**src/rtl/fp_square_pkg.sv**
```systemverilog
// ---------------------------------------------------------------------------
// fp_square_pkg : shared types and constants for the binary32 squaring unit
// Rev 1.0
// ---------------------------------------------------------------------------
`default_nettype none

package fp_square_pkg;

    localparam int          BIAS    = 127;
    localparam int          EXP_MAX = 255;
    localparam logic [31:0] QNAN    = 32'h7FC0_0000;
    localparam logic [31:0] PINF    = 32'h7F80_0000;

    typedef logic signed [9:0] exp_t;

    typedef enum logic [1:0] {
        IDLE = 2'd0,
        MUL  = 2'd1,
        NORM = 2'd2,
        DONE = 2'd3
    } state_e;

    typedef enum logic [2:0] {
        CLS_NORMAL = 3'd0,
        CLS_NAN    = 3'd1,
        CLS_INF    = 3'd2,
        CLS_ZERO   = 3'd3,
        CLS_DENORM = 3'd4
    } cls_e;

    // Operand class, in the priority order the result mux resolves specials
    function automatic cls_e classify(input logic [31:0] a);
        cls_e c;
        if (a[30:23] == 8'hFF) begin
            c = (a[22:0] != 23'd0) ? CLS_NAN : CLS_INF;
        end else if (a[30:23] == 8'h00) begin
            c = (a[22:0] != 23'd0) ? CLS_DENORM : CLS_ZERO;
        end else begin
            c = CLS_NORMAL;
        end
        return c;
    endfunction

endpackage

`default_nettype wire

```
**src/rtl/fp_square_round.sv**
```systemverilog
// ---------------------------------------------------------------------------
// fp_square_round : normalize, round and range-check a 48-bit significand square
// Rev 1.0 -- define FP_SQ_RNE_EN for round-to-nearest-even, else truncate
// ---------------------------------------------------------------------------
`default_nettype none

module fp_square_round
    import fp_square_pkg::*;
#(
    parameter int BIAS = fp_square_pkg::BIAS
) (
    input  logic [47:0] prod_i,
    input  logic [7:0]  exp_i,
    output logic [31:0] res_o,
    output logic        ovf_o,
    output logic        unf_o
);

`ifdef FP_SQ_RNE_EN
    localparam logic c_rne = 1'b1;
`else
    localparam logic c_rne = 1'b0;
`endif

    logic        w_n;
    logic [22:0] w_mant;
    logic        w_guard;
    logic        w_sticky;
    logic        w_round_up;
    logic [23:0] w_mant_r;
    logic [22:0] w_mant_f;
    exp_t        w_e2;
    exp_t        w_e2_f;

    always_comb begin
        w_n      = prod_i[47];
        w_mant   = w_n ? prod_i[46:24] : prod_i[45:23];
        w_guard  = w_n ? prod_i[23]    : prod_i[22];
        w_sticky = w_n ? (|prod_i[22:0]) : (|prod_i[21:0]);

        w_e2 = exp_t'({2'b00, exp_i}) + exp_t'({2'b00, exp_i})
             - exp_t'(BIAS) + exp_t'({9'd0, w_n});

        // With truncation selected the mask forces round_up low
        w_round_up = c_rne & w_guard & (w_sticky | w_mant[0]);
        w_mant_r   = {1'b0, w_mant} + {23'd0, w_round_up};

        if (w_mant_r[23]) begin
            w_mant_f = 23'd0;
            w_e2_f   = w_e2 + exp_t'(1);
        end else begin
            w_mant_f = w_mant_r[22:0];
            w_e2_f   = w_e2;
        end

        res_o = 32'd0;
        ovf_o = 1'b0;
        unf_o = 1'b0;
        if (w_e2_f >= exp_t'(EXP_MAX)) begin
            res_o = PINF;
            ovf_o = 1'b1;
        end else if (w_e2_f <= exp_t'(0)) begin
            unf_o = 1'b1;
        end else begin
            res_o = {1'b0, w_e2_f[7:0], w_mant_f};
        end
    end

endmodule

`default_nettype wire

```
**src/rtl/fp_square_seq.sv**
```systemverilog
// ---------------------------------------------------------------------------
// fp_square_seq : iterative binary32 squarer, shift-and-add over 24 cycles
// Rev 1.0 -- FP_SQ_RNE_EN selects round-to-nearest-even (see fp_square_round)
// ---------------------------------------------------------------------------
`default_nettype none

module fp_square_seq
    import fp_square_pkg::*;
#(
    parameter int BIAS   = 127,
    parameter int MANT_W = 24
) (
    input  logic        clk,
    input  logic        rst_n,
    input  logic        in_valid,
    output logic        in_ready,
    input  logic [31:0] in_a,
    output logic        out_valid,
    input  logic        out_ready,
    output logic [31:0] out_res,
    output logic        out_ovf,
    output logic        out_unf,
    output logic        out_nv
);

    localparam int CNT_W = $clog2(MANT_W);
    localparam int ACC_W = 2 * MANT_W;

    state_e              state_q, state_d;
    cls_e                cls_q, cls_d;
    logic [CNT_W-1:0]    cnt_q, cnt_d;
    logic [ACC_W-1:0]    acc_q, acc_d;
    logic [MANT_W-1:0]   m_q, m_d;
    logic [7:0]          e_q, e_d;
    logic [31:0]         res_q, res_d;
    logic                ovf_q, ovf_d;
    logic                unf_q, unf_d;
    logic                nv_q, nv_d;

    logic [31:0]         w_rnd_res;
    logic                w_rnd_ovf;
    logic                w_rnd_unf;

    fp_square_round #(
        .BIAS (BIAS)
    ) u_round (
        .prod_i (acc_q),
        .exp_i  (e_q),
        .res_o  (w_rnd_res),
        .ovf_o  (w_rnd_ovf),
        .unf_o  (w_rnd_unf)
    );

    always_ff @(posedge clk or negedge rst_n) begin
        if (!rst_n) begin
            state_q <= IDLE;
            cls_q   <= CLS_ZERO;
            cnt_q   <= '0;
            acc_q   <= '0;
            m_q     <= '0;
            e_q     <= '0;
            res_q   <= '0;
            ovf_q   <= 1'b0;
            unf_q   <= 1'b0;
            nv_q    <= 1'b0;
        end else begin
            state_q <= state_d;
            cls_q   <= cls_d;
            cnt_q   <= cnt_d;
            acc_q   <= acc_d;
            m_q     <= m_d;
            e_q     <= e_d;
            res_q   <= res_d;
            ovf_q   <= ovf_d;
            unf_q   <= unf_d;
            nv_q    <= nv_d;
        end
    end

    always_comb begin
        state_d = state_q;
        cls_d   = cls_q;
        cnt_d   = cnt_q;
        acc_d   = acc_q;
        m_d     = m_q;
        e_d     = e_q;
        res_d   = res_q;
        ovf_d   = ovf_q;
        unf_d   = unf_q;
        nv_d    = nv_q;

        case (state_q)
            IDLE: begin
                if (in_valid) begin
                    m_d     = {1'b1, in_a[MANT_W-2:0]};
                    e_d     = in_a[30:23];
                    cls_d   = classify(in_a);
                    acc_d   = '0;
                    cnt_d   = '0;
                    state_d = MUL;
                end
            end
            MUL: begin
                // Multiplicand and multiplier are the same significand
                if (m_q[cnt_q]) begin
                    acc_d = acc_q + ({{MANT_W{1'b0}}, m_q} << cnt_q);
                end
                if (cnt_q == CNT_W'(MANT_W - 1)) begin
                    state_d = NORM;
                end else begin
                    cnt_d = cnt_q + CNT_W'(1);
                end
            end
            NORM: begin
                res_d = w_rnd_res;
                ovf_d = w_rnd_ovf;
                unf_d = w_rnd_unf;
                nv_d  = 1'b0;
                case (cls_q)
                    CLS_NAN: begin
                        res_d = QNAN;
                        ovf_d = 1'b0;
                        unf_d = 1'b0;
                        nv_d  = 1'b1;
                    end
                    CLS_INF: begin
                        res_d = PINF;
                        ovf_d = 1'b0;
                        unf_d = 1'b0;
                    end
                    CLS_ZERO: begin
                        res_d = 32'd0;
                        ovf_d = 1'b0;
                        unf_d = 1'b0;
                    end
                    CLS_DENORM: begin
                        res_d = 32'd0;
                        ovf_d = 1'b0;
                        unf_d = 1'b1;
                    end
                    default: ;
                endcase
                state_d = DONE;
            end
            DONE: begin
                if (out_ready) begin
                    state_d = IDLE;
                end
            end
            default: state_d = IDLE;
        endcase
    end

    assign in_ready  = (state_q == IDLE);
    assign out_valid = (state_q == DONE);
    assign out_res   = res_q;
    assign out_ovf   = ovf_q;
    assign out_unf   = unf_q;
    assign out_nv    = nv_q;

endmodule

`default_nettype wire

```
**config.mk**
```make
export PLATFORM = sky130hd
export DESIGN_NAME = fp_square_seq
export DESIGN_NICKNAME = d
export VERILOG_FILES = /design/src/rtl/fp_square_pkg.sv /design/src/rtl/fp_square_round.sv /design/src/rtl/fp_square_seq.sv
export SDC_FILE = /design/constraint.sdc
export NUM_CORES = 1
export LEC_CHECK = 0
export ABC_CLOCK_PERIOD_IN_PS = 6260
export BUFFER_PORTS_ARGS = -buffer_cell sky130_fd_sc_hd__buf_2
export CORE_MARGIN = 2
export CORE_UTILIZATION = 65
export CTS_BUF_LIST = sky130_fd_sc_hd__clkbuf_8
export DETAILED_ROUTE_END_ITERATION = 7
export GPL_TIMING_DRIVEN = 1
export PLACE_DENSITY_LB_ADDON = 0.12
export SETUP_SLACK_MARGIN = 0.2
export SLEW_MARGIN = 20
export SYNTH_ARGS = -nofsm -noshare
export SYNTH_HDL_FRONTEND = slang
export SYNTH_SLANG_ARGS = --single-unit
```
**constraint.sdc**
```tcl
create_clock -name clk -period 6.26 [get_ports clk]
set_clock_uncertainty 0.1 [all_clocks]
set_input_delay 0 -clock clk [delete_from_list [all_inputs] [get_ports clk]]
set_output_delay 0 -clock clk [all_outputs]
set_load 0.02 [all_outputs]
```
# Word level (Yosys, flattened, before mapping)
# Index checks and enable logic that the tools add are counted.
dict set report totals {
  out_inout_bits 37
  in_bits 36
  reg_bits 125
}
dict set report classes {
  addsub 5
  shift 1
  n_mux 26
  n_eq_ne 14
  n_lt_le_gt_ge 3
  n_reduce_logical 11
}
# operator n
set op_table {}
lappend op_table {{48-bit 2-to-1 mux} 2}
lappend op_table {{32-bit one-hot mux with 3 select lines} 1}
lappend op_table {{48-bit one-hot mux with 2 select lines} 1}
lappend op_table {{48-bit adder} 1}
lappend op_table {{24-bit by 5-bit left shift with 48-bit output} 1}
lappend op_table {{32-bit 2-to-1 mux} 1}
lappend op_table {{31-bit 2-to-1 mux} 1}
lappend op_table {{23-bit 2-to-1 mux} 1}
lappend op_table {{23-bit nonzero test} 1}
lappend op_table {{10-bit by 2-bit adder with 10-bit output} 1}
lappend op_table {{10-bit by 9-bit greater-or-equal comparator with 1-bit output, second input constant} 1}
lappend op_table {{10-bit by 1-bit <= comparator with 1-bit output, second input constant} 1}
lappend op_table {{5-bit 2-to-1 mux} 2}
lappend op_table {{5-bit one-hot mux with 2 select lines} 1}
lappend op_table {{10-bit by 8-bit subtractor with 10-bit output, second input constant} 1}
lappend op_table {{8-bit by 8-bit adder with 9-bit output} 1}
lappend op_table {{3-bit 2-to-1 mux} 3}
lappend op_table {{3-bit AND reduction} 3}
lappend op_table {{8-bit == test, second input constant} 1}
lappend op_table {{8-bit zero test} 1}
lappend op_table {{2-bit 2-to-1 mux} 4}
lappend op_table {{2-bit inequality test, second input constant} 4}
lappend op_table {{2-bit one-hot mux with 4 select lines} 1}
lappend op_table {{3-bit by 2-bit == test with 1-bit output, second input constant} 2}
lappend op_table {{other kinds (17)} 23}

# Logic depth before layout (Yosys ltp)
# Gate-level depths: netlist of run 1.
dict set report depth {
  ltp_word 7
  ltp_mapped 22
  depth_no_buf 19
}

# Cells and area by module
# A second synthesis of run 1 with hierarchy kept.
dict set report hier_totals {
  hier_cells 1232
  area_unflattened_um2 10513.8
}
# mod area_each_um2 cells_each n_inst
set by_module_without_submodules {}
lappend by_module_without_submodules {fp_square_seq 9476.6 1116 1}
lappend by_module_without_submodules {fp_square_round 1037.2 116 1}

# Least setup slack after synthesis of run 1
# Ideal clock, no wire load.
dict set report synth_path {
  path_kind {register to register}
  startpoint {register cnt_q[0]}
  endpoint {register acc_q[47]}
  slack_ns 2.067
  stages_incl_launch_ff 22
  arrival_ns 4.011
  setup_time_ns 0.082
  required_time_ns 6.078
  n_path_buf 4
  path_cell_list {dfrtp_1 buf_4 buf_2 buf_2 mux2_2 nand2_1 o21ai_0 o21ai_0 nor2_1 nor2_1 nor2_1 ha_1 clkbuf_1 a21oi_1 o21ai_0 a221oi_1 o211ai_2 a32oi_1 and2b_1 o311a_1 a21oi_1 o22ai_1}
}
dict set report synth_between {
  elab_chain_len 4
  word_cells_on_any_way 8
}
# element line_no
set synth_rtl {}
lappend synth_rtl {{from (decl)} fp_square_seq.sv:31} ;# logic [CNT_W-1:0] cnt_q, cnt_d;
lappend synth_rtl {{from (signal assigned)} fp_square_seq.sv:69} ;# cnt_q <= cnt_d;
lappend synth_rtl {{24-bit by 5-bit left shift with 48-bit output or 1-bit binary-select mux with 5-bit select (tied branches)} {fp_square_seq.sv:106, fp_square_seq.sv:105}}
lappend synth_rtl {{48-bit adder or 1-bit 2-to-1 mux (tied branches)} {fp_square_seq.sv:106, fp_square_seq.sv:105}}
lappend synth_rtl {{48-bit 2-to-1 mux or 2-bit inequality test (tied branches)} -}
lappend synth_rtl {{48-bit one-hot mux with 2 select lines or 3-bit AND reduction (tied branches)} -}
lappend synth_rtl {{to (signal assigned)} fp_square_seq.sv:59} ;# acc_q <= '0;
lappend synth_rtl {{to (signal assigned)} fp_square_seq.sv:70} ;# acc_q <= acc_d;
lappend synth_rtl {{to (decl)} fp_square_seq.sv:32} ;# logic [ACC_W-1:0] acc_q, acc_d;
# Parallel ways exist; a longest one is shown, timed or not. The select of a mux whose other input is x is not followed.
# A chain may end at the register's enable or synchronous reset.

# Worst setup path in the final report of run 1
dict set report layout_path {
  startpoint {register cnt_q[0]}
  endpoint {register acc_q[36]}
}
# Same word-level chain as after synthesis.

==> impl_results.md, run 1 <==
- Run status: completed
- Detailed-route vias per instance: 6.310
- Max-Cap Viols: 0
- Post-synthesis cell type count: 76
- Io pins: 73
- RSZ-0062 raised after global routing: false
- Top cells by area, synth: dfrtp_1 31%, ha_1 6.9%, nand2_1 5.2%, mux2_2 4.7%, mux2i_1 4.7%
- Mapped Cells: 1170
- DRC: 0
- Die height: 127.2 um
- Antenna Cells: 0
- Critical path's slowest cell: dfrtp_2
- First-pass GRT wire length: 44160 um
- Final Critical Period: 5234 ps
- # setup viols final: 0
- Largest fanout on the critical path: 44
- Ys flop type: dfrtp_1
- Number of buffers inserted by port buffering: 70
- Hpwl dp: 18510 um
- Worst R2R Path Depth: 17
- CP Data Required Time: 6480 ps
- Starting Density: 0.6561
- Final Power: 0.006227 W
- Max_slew headroom: 0.3124
- Syn Std Cell Area: 9863 um2
- Total GRT Usage: 0.3412
- Clk Latency, worst-skew pair: 460 ps
- List of most frequent post-synthesis cells: 137 x nand2_1, 122 x dfrtp_1, 111 x nor2_1
- NumNets Final: 1317
- Post-synthesis average cell area: 8.430 um2
- Num rows: 45
- Hold WS: 50.57 ps
- DRT Pass-1 Iters: 6
- Total gr overflow: 0
- Hold Vio Cnt, Final: 0
- CTS sink count: 124
- Vias: 9004
- Placed cell count: 1361
- Vias in the first global route: 8661
- Max incr delay on CP: 1040 ps
- Max Fclk: 191.0 MHz
- Sequential share of the synthesized area: 0.3149
- H-tree depth: 4
- Post-Place Setup Slack: 1213 ps
- CTS tree: done
- Synth area leader: dfrtp_1
- Setup TNS: 0 ps
- Die Area: 16180 um2
- Drt initial violations: 1012
- Async set-reset flop share out of synthesis: 1.000
- Worst EP arrival: 5460 ps
- Cell mode on critical path: o21ai_0
- Number of antenna violations at the first check in global routing: 0
- CTS Buf Count: 17
- Routed len/inst: 18.59 um
- Post-CTS Setup Bufs: 0
- Peak VDD IR: 0.3491 mV
- Final Cycle Share: 0.8362
- Final ANT Viol Nets: 0
- Leak: 4.783 nW
- CP startpoint: cnt_q[0]
- CP endpoint kind: register
- Max Root-Sink Buffers: 2
- CTS clock-pin slew for the worst setup and hold paths: 70 ps
- Routed wire length: 26520 um
- Final Max Tran Viols: 0
- CTS root buf: clkbuf_8
- Pin count of the biggest net entering global routing: 74
- Top-count cell post-synth: nand2_1
- RR Startpoint: cnt_q[0]
- CORE AREA: 15030 um2
- Die Width: 127.2 um
- Warnings, synthesis: 0
- Post-route insts no fill: 1427
- Critical Path, Cell by Cell: mux2_2 -> nand2_1 -> o21ai_0 -> o21ai_0 -> nor2_1 -> nor2_1 -> nor2_1 -> ha_1 -> nand2_1 -> o21ai_0 -> a221oi_1 -> nand3_1 -> o21ai_0 -> o21ai_0 -> a31oi_1 -> xor2_1 -> o21ai_1
- Number of synthesized flops with an enable pin: 0
- Syn nets: 1261
- Seq cells post-synth: 124
- Reg2reg end: acc_q[36]
- Crit Path Class: reg2reg
- Layout cells sized above 1: 0.1412
- Min-Delay Path Class: in2async
- Pwr dens: 570.4 nW/um2
- Placer Congestion: 0.9621
- Startpoint types: register
- Crit path capture: acc_q[36]
- Yosys top cell area share: 0.3095
- Worst Tran Pin Value: 1031 ps
- Worst R2R Setup Slack: 1030 ps
- Setup WS post-layout: 1026 ps
- Area Growth Syn to Fin: 10.69%
through the flow:
step                      utilization  area (um2)
after CTS                      0.7263       10920
after global placement         0.6768       10170
after global routing           0.7263       10920
final                          0.7263       10920
after floorplan                     -        9863
after detailed placement       0.6768       10170
cells by family (layout without fill, tap and decap cells):
kind of cell,count (synthesis),count (layout),share of synthesized area
AO/OA/AOI/OAI,347,347,0.2184
XOR/XNOR,49,49,0.04351
adder cells (fa/ha/maj),56,56,0.07155
buffers and inverters,128,197,0.05493
flip-flops,124,124,0.3149
multiplexers,104,104,0.1323
other,1,1,0.0003802
AND/OR/NAND/NOR,361,361,0.1640
timing repair:
action                     in CTS  in global routing
hold buffers                   34                  0
setup endpoints to repair       0                  0
hold endpoints to repair       96                  0
gates resized for setup         0                  0
cell usage in the layout, fill, tap and decap left out, types with 4 or more instances in the layout:
cell type,n
nand2b_1,9
and3_1,13
nand4_1,16
a31oi_1,16
a211oi_1,10
o21ai_1,24
nor2b_1,8
o211ai_1,7
mux2i_1,46
dlygate4sd3_1,34
a21oi_1,81
o31ai_1,21
clkbuf_8,18
and2_1,10
nor2_1,111
o22ai_1,37
nor3_1,12
ha_1,54
or3_1,6
a41oi_1,4
a21o_1,26
xor2_1,24
nand3_1,19
buf_4,10
o21bai_1,8
xnor2_1,25
nand2_1,137
inv_1,53
mux2_2,41
buf_2,69
mux4_2,17
dfrtp_1,121
o21ai_0,74
nor4_1,6
registers in the layout (all words and copies together), names as in the netlist:
name     cells
out_ovf      1
state_q      2
cnt_q        5
e_q          8
out_nv       1
out_res     31
acc_q       48
cls_q        3
out_unf      1
m_q         24
per-layer routing:
metal | wire (um) | GRT usage | up-vias
li1 | - | - | 4362
met1 | 11530 | 0.4607 | 4176
met2 | 12360 | 0.5490 | 391
met3 | 1712 | 0.05946 | 75
met4 | 921 | 0.1403 | 0
met5 | 0 | 0 | -
layout make-up:
cell class	count	area [um2]
Clock inverter	14	155.1
Timing Repair Buffer	113	760.7
Inverter	52	195.2
Clock buffer	18	247.7
Sequential cell	124	3107
Tap cell	188	235.2
Multi-Input combinational cell	918	6217
Fill cell	1162	4115
worst max-delay path, delay by kind of cell (launching register included):
kind	cells	cell delay (ps)
multiplexers	1	440
flip-flops	1	1040
AND/OR/NAND/NOR	6	700
adder cells (fa/ha/maj)	1	410
AO/OA/AOI/OAI	8	2220
XOR/XNOR	1	160
worst min-delay path by stage:
stage	endpoint	cells past startpoint	from
final	out_res[30]	2	rst_n
after global routing	out_res[30]	2	rst_n
after CTS	out_res[30]	2	rst_n
after detailed placement	out_res[30]	1	rst_n
after global placement	out_res[30]	1	rst_n
after floorplan	acc_q[0]	0	rst_n
where the power goes:
group / leakage (nW) / internal [W] / total (W) / switching (W)
Clock: 0.216 / 0.000399 / 0.000748 / 0.000349
Combinational: 2.96 / 0.00157 / 0.00411 / 0.00254
Sequential: 1.60 / 0.00104 / 0.00137 / 0.000337
No activity file was read; power rests on OpenSTA's default activity.
==> run 2: changes to the inputs <==
- ABC_AREA: unset -> 1
- ABC_CLOCK_PERIOD_IN_PS: 6260 -> 4400
- CORE_UTILIZATION: 65 -> 58
- clock period: 6.26 -> 4.4 ns (I/O delays scaled with it)
==> run 2 against run 1 <==
Synthesized cell count grew 50%; via count increased by 26%; global-route usage fell by 0.58 points; core utilization down 7.2 points; sequential power increased by 22%; clock power increased by 50%; flip-flop and latch count stayed put; sequential share of layout area shrank 2.9 points; register-to-register slack worse by 500 ps; critical endpoint is now acc_q[38]; total power increased by 13%.
==> impl_results.md, run 2 <==
- List of most frequent post-synthesis cells: 667 x nand2_1, 206 x inv_1, 143 x nor2_1
- Gate power share: 0.606
- Max-Cap Viols: 0
- CTS sink count: 124
- CP startpoint: cnt_q[0]
- CTS Buf Count: 17
- Number of buffers inserted by port buffering: 70
- Placer Congestion: 1.008
- Final Critical Period: 3879 ps
- P_int: 0.003355 W
- Psw: 0.003703 W
- Async set-reset flop share out of synthesis: 1.000
- Die Width: 141.3 um
- Power share of the clock group: 0.158
- Final Cycle Share: 0.8815
- Crit Path Class: reg2reg
- Sequential share of the synthesized area: 0.2842
- RR Startpoint: cnt_q[0]
- Min-Delay Path Class: in2async
- Drt initial violations: 1032
- Vias in the first global route: 10290
- Mapped Cells: 1755
- First-pass GRT wire length: 52660 um
- Die Area: 19950 um2
- CTS clock-pin slew for the worst setup and hold paths: 90 ps
- Antenna Cells: 0
- Layout Utilization: 0.6545
- H-tree depth: 4
- Crit path capture: acc_q[38]
- RSZ-0062 raised after global routing: true
- Most common cell after layout, fill and taps aside: nand2_1
- Hold Vio Cnt, Final: 0
- Routed len/inst: 15.54 um
- Layout cells sized above 1: 0.09439
- Yosys top cell area share: 0.2794
- Reg power frac: 0.236
- Max reg flops: 48
- Starting Density: 0.5880
- Commonest cells after routing, fill and taps aside: 667 x nand2_1, 206 x inv_1, 142 x nor2_1
- Top-count cell post-synth: nand2_1
- Pwr dens: 580.4 nW/um2
- Top cells by area, synth: dfrtp_1 28%, nand2_1 23%, inv_1 7.1%, ha_1 6.2%, o21ai_0 5.3%
- Worst Tran Pin Value: 1014 ps
- Setup TNS: 0 ps
- Number of antenna violations at the first check in global routing: 0
- CORE AREA: 18580 um2
- Top reg by flops: acc_q
- Run status: completed
- Routed wire length: 32460 um
- Num rows: 50
- Syn Std Cell Area: 10930 um2
- CP Data Required Time: 4660 ps
- DRT Pass-1 Iters: 6
- Worst R2R Path Depth: 20
- Warnings, synthesis: 0
- Die height: 141.3 um
- CTS tree: done
- Vias: 11300
- Final ANT Viol Nets: 0
- CTS root buf: clkbuf_8
- NumNets Final: 1932
- Post-synthesis average cell area: 6.225 um2
- Max Root-Sink Buffers: 2
- Sw Ratio: 0.5247
- Clk Latency, worst-skew pair: 460 ps
- Total GRT Usage: 0.3353
- Pin count of the biggest net entering global routing: 55
- # setup viols final: 0
- CP endpoint kind: register
- Post-synthesis cell type count: 45
- Detailed-route vias per instance: 5.412
- Peak VDD IR: 0.4193 mV
- Hpwl dp: 25280 um
- Syn nets: 1846
- Number of synthesized flops with an enable pin: 0
- Worst R2R Setup Slack: 520 ps
- Seq cells post-synth: 124
- Startpoint types: register
- Leak: 6.553 nW
- Reg2reg end: acc_q[38]
- Max Fclk: 257.8 MHz
- Synth area leader: dfrtp_1
- Area Growth Syn to Fin: 11.32%
- Largest fanout on the critical path: 32
- Total gr overflow: 0
- Io pins: 73
- Worst EP arrival: 4130 ps
- DRC: 0
- Max_slew headroom: 0.3216
- Ys flop type: dfrtp_1
- Final Max Tran Viols: 0
- Post-CTS Setup Bufs: 0
run 2: changes by cell type after synthesis, moves of 29 or more:
cell | previous run | this run
mux2_2 | 41 | 0
nand2_1 | 137 | 667
inv_1 | 48 | 206
o21ai_0 | 74 | 115
nand3_1 | 19 | 92
nor2_1 | 111 | 143
mux2i_1 | 46 | 17
run 2: final cells by class:
cell class              count  area (um2)
clock inverters            14       168.9
repair buffers            122       845.8
clock buffers              18       247.7
inverters                 215       807.0
fillers                  1775        6419
flip-flops and latches    124        3105
well taps                 234       292.8
multi-input cells        1361        6694
run 2: cells by family (layout without fill, tap and decap cells):
family	after synthesis	after routing	share of synthesized area
AOI/OAI and AO/OA	283	283	0.1442
xor gates and xnor gates	25	25	0.02004
adders and majority gates	55	55	0.06367
buffers and inverters	270	369	0.1038
DFF	124	124	0.2842
muxes	17	17	0.01557
other	1	1	0.0003432
and+or+nand+nor	980	980	0.3682
run 2: critical path, stage by stage (launching register included):
cell	delay, ps
dfrtp_1	350
buf_4	280
inv_2	180
nand2_1	110
nand2_1	60
o21ai_0	240
o21ai_0	210
mux2i_1	280
o22ai_1	140
ha_1	370
nand2_1	150
nor2_1	230
nand2_1	180
nor2_1	130
nand2_1	60
nand4_1	240
nand2_1	140
nand2_1	90
nand2_1	50
nand3_1	100
nand2_1	60
run 2: what timing repair did:
action,in CTS,in global routing
hold buffers,37,0
hold endpoints to repair,85,0
setup endpoints to repair,0,6
resized for setup,0,4
run 2: stage by stage:
stage | instance area [um2] | hold WS (ps) | power [W] | setup slack [ps] | cells
final | 12160 | 6.672 | 0.007059 | 521.3 | 2088
after global routing | 12160 | 13.41 | 0.007692 | 133.0 | 2088
after CTS | 12150 | 1.790 | 0.007013 | 582.2 | 2088
after detailed placement | 11360 | -87.14 | 0.005841 | 595.3 | 2019
after global placement | 11360 | -91.62 | 0.005785 | 621.8 | 2019
after floorplan | 10930 | -395.6 | 0.004862 | 1368 | 1755
run 2: power by group through the flow:
| stage | logic, W | clock network [W] | registers, W |
|---|---|---|---|
| global route | 0.00482 | 0.00117 | 0.00170 |
| finish | 0.00427 | 0.00112 | 0.00167 |
| detailed placement | 0.00415 | 0 | 0.00169 |
| global placement | 0.00411 | 0 | 0.00168 |
| CTS | 0.00422 | 0.00113 | 0.00166 |
| floorplan | 0.00317 | 0 | 0.00169 |
run 2: worst min-delay path by stage:
stage | slack [ps] | depth (start not counted) | endpoint | start
5_1_grt | 10 | 2 | cls_q[0] | rst_n
3_3_place_gp | -90 | 1 | e_q[7] | rst_n
6_report | 7 | 2 | cls_q[0] | rst_n
4_1_cts | 2 | 2 | cls_q[0] | rst_n
2_1_floorplan | -400 | 0 | acc_q[0] | rst_n
3_5_place_dp | -90 | 1 | e_q[7] | rst_n
run 2: layer usage:
| metal | up-vias | share of wire | GRT usage |
|---|---|---|---|
| met5 | - | 0 | 0 |
| met4 | 0 | 0.019 | 0.08421 |
| met3 | 41 | 0.058 | 0.04387 |
| met2 | 345 | 0.46 | 0.5531 |
| met1 | 5115 | 0.46 | 0.4695 |
| li1 | 5800 | - | - |
